$ cat src/rtl/clint_bus_arbiter.sv
// Round-robin arbiter sharing the single CLINT valid/ready slave port between N_REQ requesters.
// Optional watchdog completion (port timeout_err) is built when CLINT_ARB_TIMEOUT_EN is defined.
module clint_bus_arbiter #(
  parameter int unsigned N_REQ       = 2,
  parameter int unsigned ADDR_W      = 16,
  parameter int unsigned DATA_W      = 32,
  parameter int unsigned TIMEOUT_CYC = 1024
) (
  input  logic                          clk,
  input  logic                          rst,
  input  logic [N_REQ-1:0]              req_valid,
  input  logic [N_REQ*ADDR_W-1:0]       req_address,
  input  logic [N_REQ*DATA_W-1:0]       req_wdata,
  input  logic [N_REQ*(DATA_W/8)-1:0]   req_wstrb,
  output logic [DATA_W-1:0]             req_rdata,
  output logic [N_REQ-1:0]              req_ready,
  output logic                          m_valid,
  output logic [ADDR_W-1:0]             m_address,
  output logic [DATA_W-1:0]             m_wdata,
  output logic [DATA_W/8-1:0]           m_wstrb,
  input  logic [DATA_W-1:0]             m_rdata,
  input  logic                          m_ready,
  output logic [$clog2(N_REQ)-1:0]      grant_id
`ifdef CLINT_ARB_TIMEOUT_EN
  ,
  output logic                          timeout_err
`endif
);

  localparam int unsigned GW = $clog2(N_REQ);
  localparam int unsigned CW = GW + 1;
  localparam int unsigned SW = DATA_W / 8;

  if (N_REQ < 2 || N_REQ > 8 || TIMEOUT_CYC < 1 || TIMEOUT_CYC > 65536) begin : g_param_check
    $error("clint_bus_arbiter: parameter out of range");
  end

  typedef enum logic {
    IDLE,
    BUSY
  } state_t;

  state_t          state;
  state_t          state_nxt;
  logic [GW-1:0]   ptr;
  logic [GW-1:0]   winner;
  logic [CW-1:0]   cand;
  logic            found;
  logic            done;
  logic            wd_hit;

  logic [ADDR_W-1:0] addr_arr  [N_REQ];
  logic [DATA_W-1:0] wdata_arr [N_REQ];
  logic [SW-1:0]     wstrb_arr [N_REQ];

  for (genvar g = 0; g < N_REQ; g++) begin : g_unpack
    assign addr_arr[g]  = req_address[g*ADDR_W +: ADDR_W];
    assign wdata_arr[g] = req_wdata[g*DATA_W +: DATA_W];
    assign wstrb_arr[g] = req_wstrb[g*SW +: SW];
  end

  // First valid requester at or above the pointer, wrapping modulo N_REQ.
  always_comb begin
    found  = 1'b0;
    winner = '0;
    cand   = '0;
    for (int unsigned k = 0; k < N_REQ; k++) begin
      cand = {1'b0, ptr} + CW'(k);
      if (cand >= CW'(N_REQ)) begin
        cand = cand - CW'(N_REQ);
      end
      if (!found && req_valid[cand[GW-1:0]]) begin
        found  = 1'b1;
        winner = cand[GW-1:0];
      end
    end
  end

`ifdef CLINT_ARB_TIMEOUT_EN
  localparam logic [31:0]       TO_WORD  = 32'hDEAD_BEEF;
  localparam logic [DATA_W-1:0] TO_RDATA = DATA_W'(TO_WORD);
  localparam logic [15:0]       WD_LAST  = 16'(TIMEOUT_CYC - 1);

  logic [15:0] wd_cnt;

  // Held at zero while IDLE so every BUSY period starts counting from zero.
  always_ff @(posedge clk or negedge rst) begin
    if (!rst) begin
      wd_cnt <= '0;
    end else if (state == IDLE) begin
      wd_cnt <= '0;
    end else if (!m_ready) begin
      wd_cnt <= wd_cnt + 16'd1;
    end
  end

  assign wd_hit      = (state == BUSY) && !m_ready && (wd_cnt == WD_LAST);
  assign timeout_err = wd_hit;
`else
  assign wd_hit = 1'b0;
`endif

  always_ff @(posedge clk or negedge rst) begin
    if (!rst) begin
      state <= IDLE;
    end else begin
      state <= state_nxt;
    end
  end

  always_comb begin
    state_nxt = state;
    req_ready = '0;
    req_rdata = '0;
    unique case (state)
      IDLE: begin
        if (found) begin
          state_nxt = BUSY;
        end
      end
      BUSY: begin
        if (m_ready) begin
          req_ready[grant_id] = 1'b1;
          req_rdata           = m_rdata;
          state_nxt           = IDLE;
        end
`ifdef CLINT_ARB_TIMEOUT_EN
        else if (wd_hit) begin
          req_ready[grant_id] = 1'b1;
          req_rdata           = TO_RDATA;
          state_nxt           = IDLE;
        end
`endif
      end
      default: state_nxt = IDLE;
    endcase
  end

  assign m_valid = (state == BUSY);
  assign done    = (state == BUSY) && (state_nxt == IDLE);

  always_ff @(posedge clk or negedge rst) begin
    if (!rst) begin
      m_address <= '0;
      m_wdata   <= '0;
      m_wstrb   <= '0;
      grant_id  <= '0;
      ptr       <= '0;
    end else begin
      if (state == IDLE && found) begin
        m_address <= addr_arr[winner];
        m_wdata   <= wdata_arr[winner];
        m_wstrb   <= wstrb_arr[winner];
        grant_id  <= winner;
      end
      // The requester just served drops to lowest priority.
      if (done) begin
        ptr <= (grant_id == GW'(N_REQ - 1)) ? '0 : grant_id + 1'b1;
      end
    end
  end

endmodule
$ cat config.mk
export PLATFORM = sky130hd
export DESIGN_NAME = clint_bus_arbiter
export DESIGN_NICKNAME = d
export VERILOG_FILES = /design/src/rtl/clint_bus_arbiter.sv
export SDC_FILE = /design/constraint.sdc
export NUM_CORES = 1
export LEC_CHECK = 0
export BUFFER_PORTS_ARGS = -buffer_cell sky130_fd_sc_hd__buf_4
export CAP_MARGIN = 15
export CORE_ASPECT_RATIO = 0.75
export CORE_UTILIZATION = 25
export CTS_CLUSTER_DIAMETER = 120
export DETAILED_ROUTE_END_ITERATION = 16
export SETUP_SLACK_MARGIN = 0.2
export SLEW_MARGIN = 20
export SYNTH_ARGS = -nofsm -noshare
export SYNTH_HDL_FRONTEND = slang
export SYNTH_SLANG_ARGS = --single-unit
export TNS_END_PERCENT = 50
$ cat constraint.sdc
create_clock -name clk -period 2.4 [get_ports clk]
set_clock_uncertainty 0.15 [all_clocks]
set_input_delay 0.48 -clock clk [delete_from_list [all_inputs] [get_ports clk]]
set_output_delay 0.48 -clock clk [all_outputs]
set_load 0.1 [all_outputs]
After elaboration in Yosys (flattened, before gate mapping). Index checks and enable logic that the tools add are counted.

Flip-flop bits (word level): 55. Output and inout bits: 88. Word-level logic and storage cells: 54.

Magnitude comparators: 7. Add/sub/neg operators: 4. Mux-type cells: 29. Reductions and logical operators: 5. Bitwise operators: 3.

Operators with widths (number): 32-bit two-way mux (5); 16-bit two-way mux (3); 1-bit two-way mux (14); 4-bit two-way mux (3); 1-bit by 2-bit less-than comparator with 1-bit output, second input constant (3); 2-bit >= comparator, second input constant (2); 1-bit logical AND (4); 2-bit two-way mux (2); 1-bit by 1-bit adder with 2-bit output, second input constant (1); 1-bit by 2-bit >= comparator with 1-bit output, second input constant (1); 1-bit NOT (2); 1-bit NOT with 2-bit output (1); 1-bit case mux with 2 select lines (1); 1-bit subtractor, second input constant (2); 1-bit adder, second input constant (1); 1-bit demux with 1-bit select (1); 1-bit >= comparator, second input constant (1); 1-bit logical NOT (1).

Logic depth before layout (Yosys ltp).
Depth after elaboration: 12. Gate-level depth with buffers: 6. Gate-level depth less buffers: 3.

Worst setup path after synthesis. No wires, ideal clock.

Path kind: reg2out. Start: register state (netlist: m_valid). End: output req_ready[0]. Slack: -0.749 ns. Arrival time: 2.519 ns. Buffers on the path: 1. Cell stages (with the launch flop): 4. Required time: 1.770 ns. Cell sequence: dfrtp_1 > buf_6 > nand2_1 > nor2_1.

Longest elaborated chain between the ends: 1.

Ends and longest elaborated chain: start, declared (line 43) `state_t state;`; start signal, assigned (line 107) `state <= state_nxt;`; 2-bit two-way mux (line 115) `unique case (state)`; end, declared (line 16) `output logic [N_REQ-1:0] req_ready,`.

Every way passes these cells.

Worst setup path after layout.
Start: register state (netlist: m_valid). End: output req_rdata[30].

Longest elaborated chain between the ends: 1.

Ends and longest elaborated chain: 32-bit two-way mux (line 115); end, declared (line 15) `output logic [DATA_W-1:0] req_rdata,`.

Every way passes these cells.

==> impl_summary.log <==
INFO  metric timing.max_slew.rel_slack = 45.38%
INFO  metric timing.hold.worst.class = in -> async
INFO  metric die-width = 141.3 µm
INFO  metric reg2reg_from = m_valid
INFO  metric power_frac_clock = 16.6%
INFO  metric clock-sinks = 55
INFO  metric detailedPlacementHpwl = 8.702 mm
INFO  metric critical_path.endpoint_type = output pin
INFO  metric final_layout_size_suffix_gt1_share = 60.76%
INFO  metric layout-area-overhead-vs-synth = 57.17%
INFO  metric rsz0062_at_grt = true
INFO  metric power_report.internal_total = 2.624 mW
INFO  metric antenna_found_initial = 0
INFO  metric worst_setup_path_start_kind = flop
INFO  metric setup_failing_eps_final = 0
INFO  metric clock_latency_late_sink = 0.29 ns
INFO  metric replace_congestion = 0.7444
INFO  metric core_area = 13930 µm²
INFO  metric grt_max_degree = 56
INFO  metric postSynthNetCount = 488
INFO  metric first_global_vias = 3618
INFO  metric netlist_area = 3637 µm²
INFO  metric cts-root-buf = clkbuf_16
INFO  metric report.final.hold_viol_count = 0
INFO  metric final.min_clock_period = 2.131 ns
INFO  metric antenna_violating_nets_post_route = 0
INFO  metric portBuffers = 228
INFO  metric synthDistinctLibCells = 23
INFO  metric fmax_achieved = 469.2 MHz
INFO  metric crit_path_max_fanout = 20
INFO  metric ys_seq_elements = 55
INFO  metric timing.critical_path.required = 1.77 ns
INFO  metric postLayoutCellArea = 5717 µm²
INFO  metric routed-via-count = 3515
INFO  metric max_cap_violations = 0
INFO  metric combinationalPowerShare = 60.8%
INFO  metric tritoncts.num_buffers = 5
INFO  metric overflow = 0
INFO  metric finish.cell_count_without_fillers = 748
INFO  metric placed_cells = 739
INFO  metric most-common-layout-cells = buf_4, dfrtp_1, nand3_1, nor2_1, o21ai_0
INFO  metric die-area = 15040 µm²
INFO  metric leading_cell_type_in_the_layout_fill_and_taps_excluded = buf_4
INFO  metric max_slew.worst_pin.slew = 0.8180 ns
INFO  metric p_total = 5.776 mW
INFO  metric floorplan.die.height = 106.5 µm
INFO  metric power.static_leakage = 2.453 nW
INFO  metric syn-instance-count = 347
INFO  metric placementRows = 37
INFO  metric largest_area_contributor_in_the_netlist = dfrtp_1
INFO  metric setup_total_negative_slack = 0 ns
INFO  metric power.density_cell_area = 1010 nW/µm²
INFO  metric cts_tree = done
INFO  metric final_critical_path_setup_slack = 0.2688 ns
INFO  metric yosysSeqAreaShare = 37.84%
INFO  metric route.detailed.wl_per_inst = 15.83 µm
INFO  metric clk_transition_reported_paths = 0.08 ns
INFO  metric viasPerCell = 4.699
INFO  metric switching_share = 54.57%
INFO  metric grt_pass1_wl = 18.44 mm
INFO  metric post_dp_cell_area = 5484 µm²
INFO  metric seq_power_share = 22.7%
INFO  metric detail_route.wirelength = 11.84 mm
INFO  metric start_to_end_type_of_the_worst_setup_path = reg -> out
INFO  metric drcViolationCount = 0
INFO  metric synthTopCellsByArea = dfrtp_1, a31oi_4, nand3_1
INFO  metric synth_warnings = 0
INFO  metric groute.usage.overall = 15.50%
INFO  metric drt_first_iter_violations = 125
INFO  metric worst_r2r_path_depth = 5
INFO  metric pre_cts_slack = 0.2681 ns
INFO  metric fin_nets = 693
INFO  metric antenna_cells = 0
INFO  metric postSynthAreaPerCell = 10.48 µm²
INFO  metric hold_slack = 0.1006 ns
INFO  metric cp-startpoint = m_valid
INFO  metric worst_ir_drop_vdd = 0.0004733 V
INFO  metric run_status = completed
INFO  metric initial_utilization = 26.10%
INFO  metric timing.critical_path.arrival = 1.50 ns
INFO  metric cts-root-to-sink-buffers = 2
INFO  metric io_pins = 229
INFO  metric synth_largest_type_area_fraction = 37.84%
INFO  metric dr.pass1.iters = 4
INFO  metric timing.final.max_slew_violations = 0
INFO  metric finalCoreUtilization = 41.03%
INFO  metric net-switching-power = 3.152 mW
INFO  metric timing.final.crit_share = 88.80%
INFO  metric htree_levels = 2
[final cells by class]
type / count / area (µm²)
timing repair buffer: 239 / 1862
inverter: 2 / 7.507
sequential: 55 / 1381
clock inverter: 3 / 67.56
clock buffer: 5 / 125.1
multi-input combinational: 249 / 2029
fill: 1354 / 8218
tap: 195 / 244.0
[flip-flops by register name, summed over array words and instances, names as in the netlist]
name,count
m_wdata,32
m_address,16
m_wstrb,4
grant_id,1
m_valid,1
ptr,1
[what timing repair did]
action                                  in CTS  in global routing
buffers inserted                             1                  0
gates resized for setup                      1                  7
hold buffers                                 0                  0
endpoints found under the setup margin       3                 15
pin swaps                                    0                  0
[Yosys cell counts, drive strengths merged]
library cell	n
buf	25
dfrtp	55
nor2	54
clkbuf	16
and3	32
nand2b	1
nand3	52
a31oi	52
o21ba	1
o32ai	1
and2b	1
a21o	1
inv	2
nand2	1
o21ai	52
o31a	1
[path summary, 6_finish.rpt]
kind | slack [ns] | end
max in group asynchronous | 1.45 | m_valid
worst max register to register | 0.39 | m_address[1]
worst min-delay path | 0.10 | m_wdata[24]
worst max-delay path | 0.27 | req_rdata[30]
min in group clk | 0.31 | m_valid
worst min register to register | 0.36 | ptr
[per-layer routing]
metal	part of all wire (%)	track usage, %
met4	0.53	2.795
met3	7.4	3.784
met5	0	0
met2	49	27.12
met1	43	19.37
[worst max-delay path: stages (launching register included)]
cell,delay [ns]
dfrtp_4,0.53
buf_6,0.20
and3_2,0.18
buf_4,0.28
[cell families after synthesis]
family / count (synthesis) / share of synthesized area, %
simple gates: 141 / 18.71
compound gates: 108 / 35.33
flops: 55 / 37.84
buf+inv: 43 / 8.118
[power groups by stage]
| stage | Sequential [mW] | Combinational [mW] | Clock [mW] |
|---|---|---|---|
| floorplan | 2.93 | 1.13 | 0 |
| global placement | 1.32 | 3.48 | 0 |
| detailed placement | 1.33 | 3.51 | 0 |
| CTS | 1.31 | 3.52 | 0.997 |
| global route | 1.34 | 3.63 | 1.03 |
| finish | 1.31 | 3.51 | 0.957 |
(Power assumes the default switching activity.)
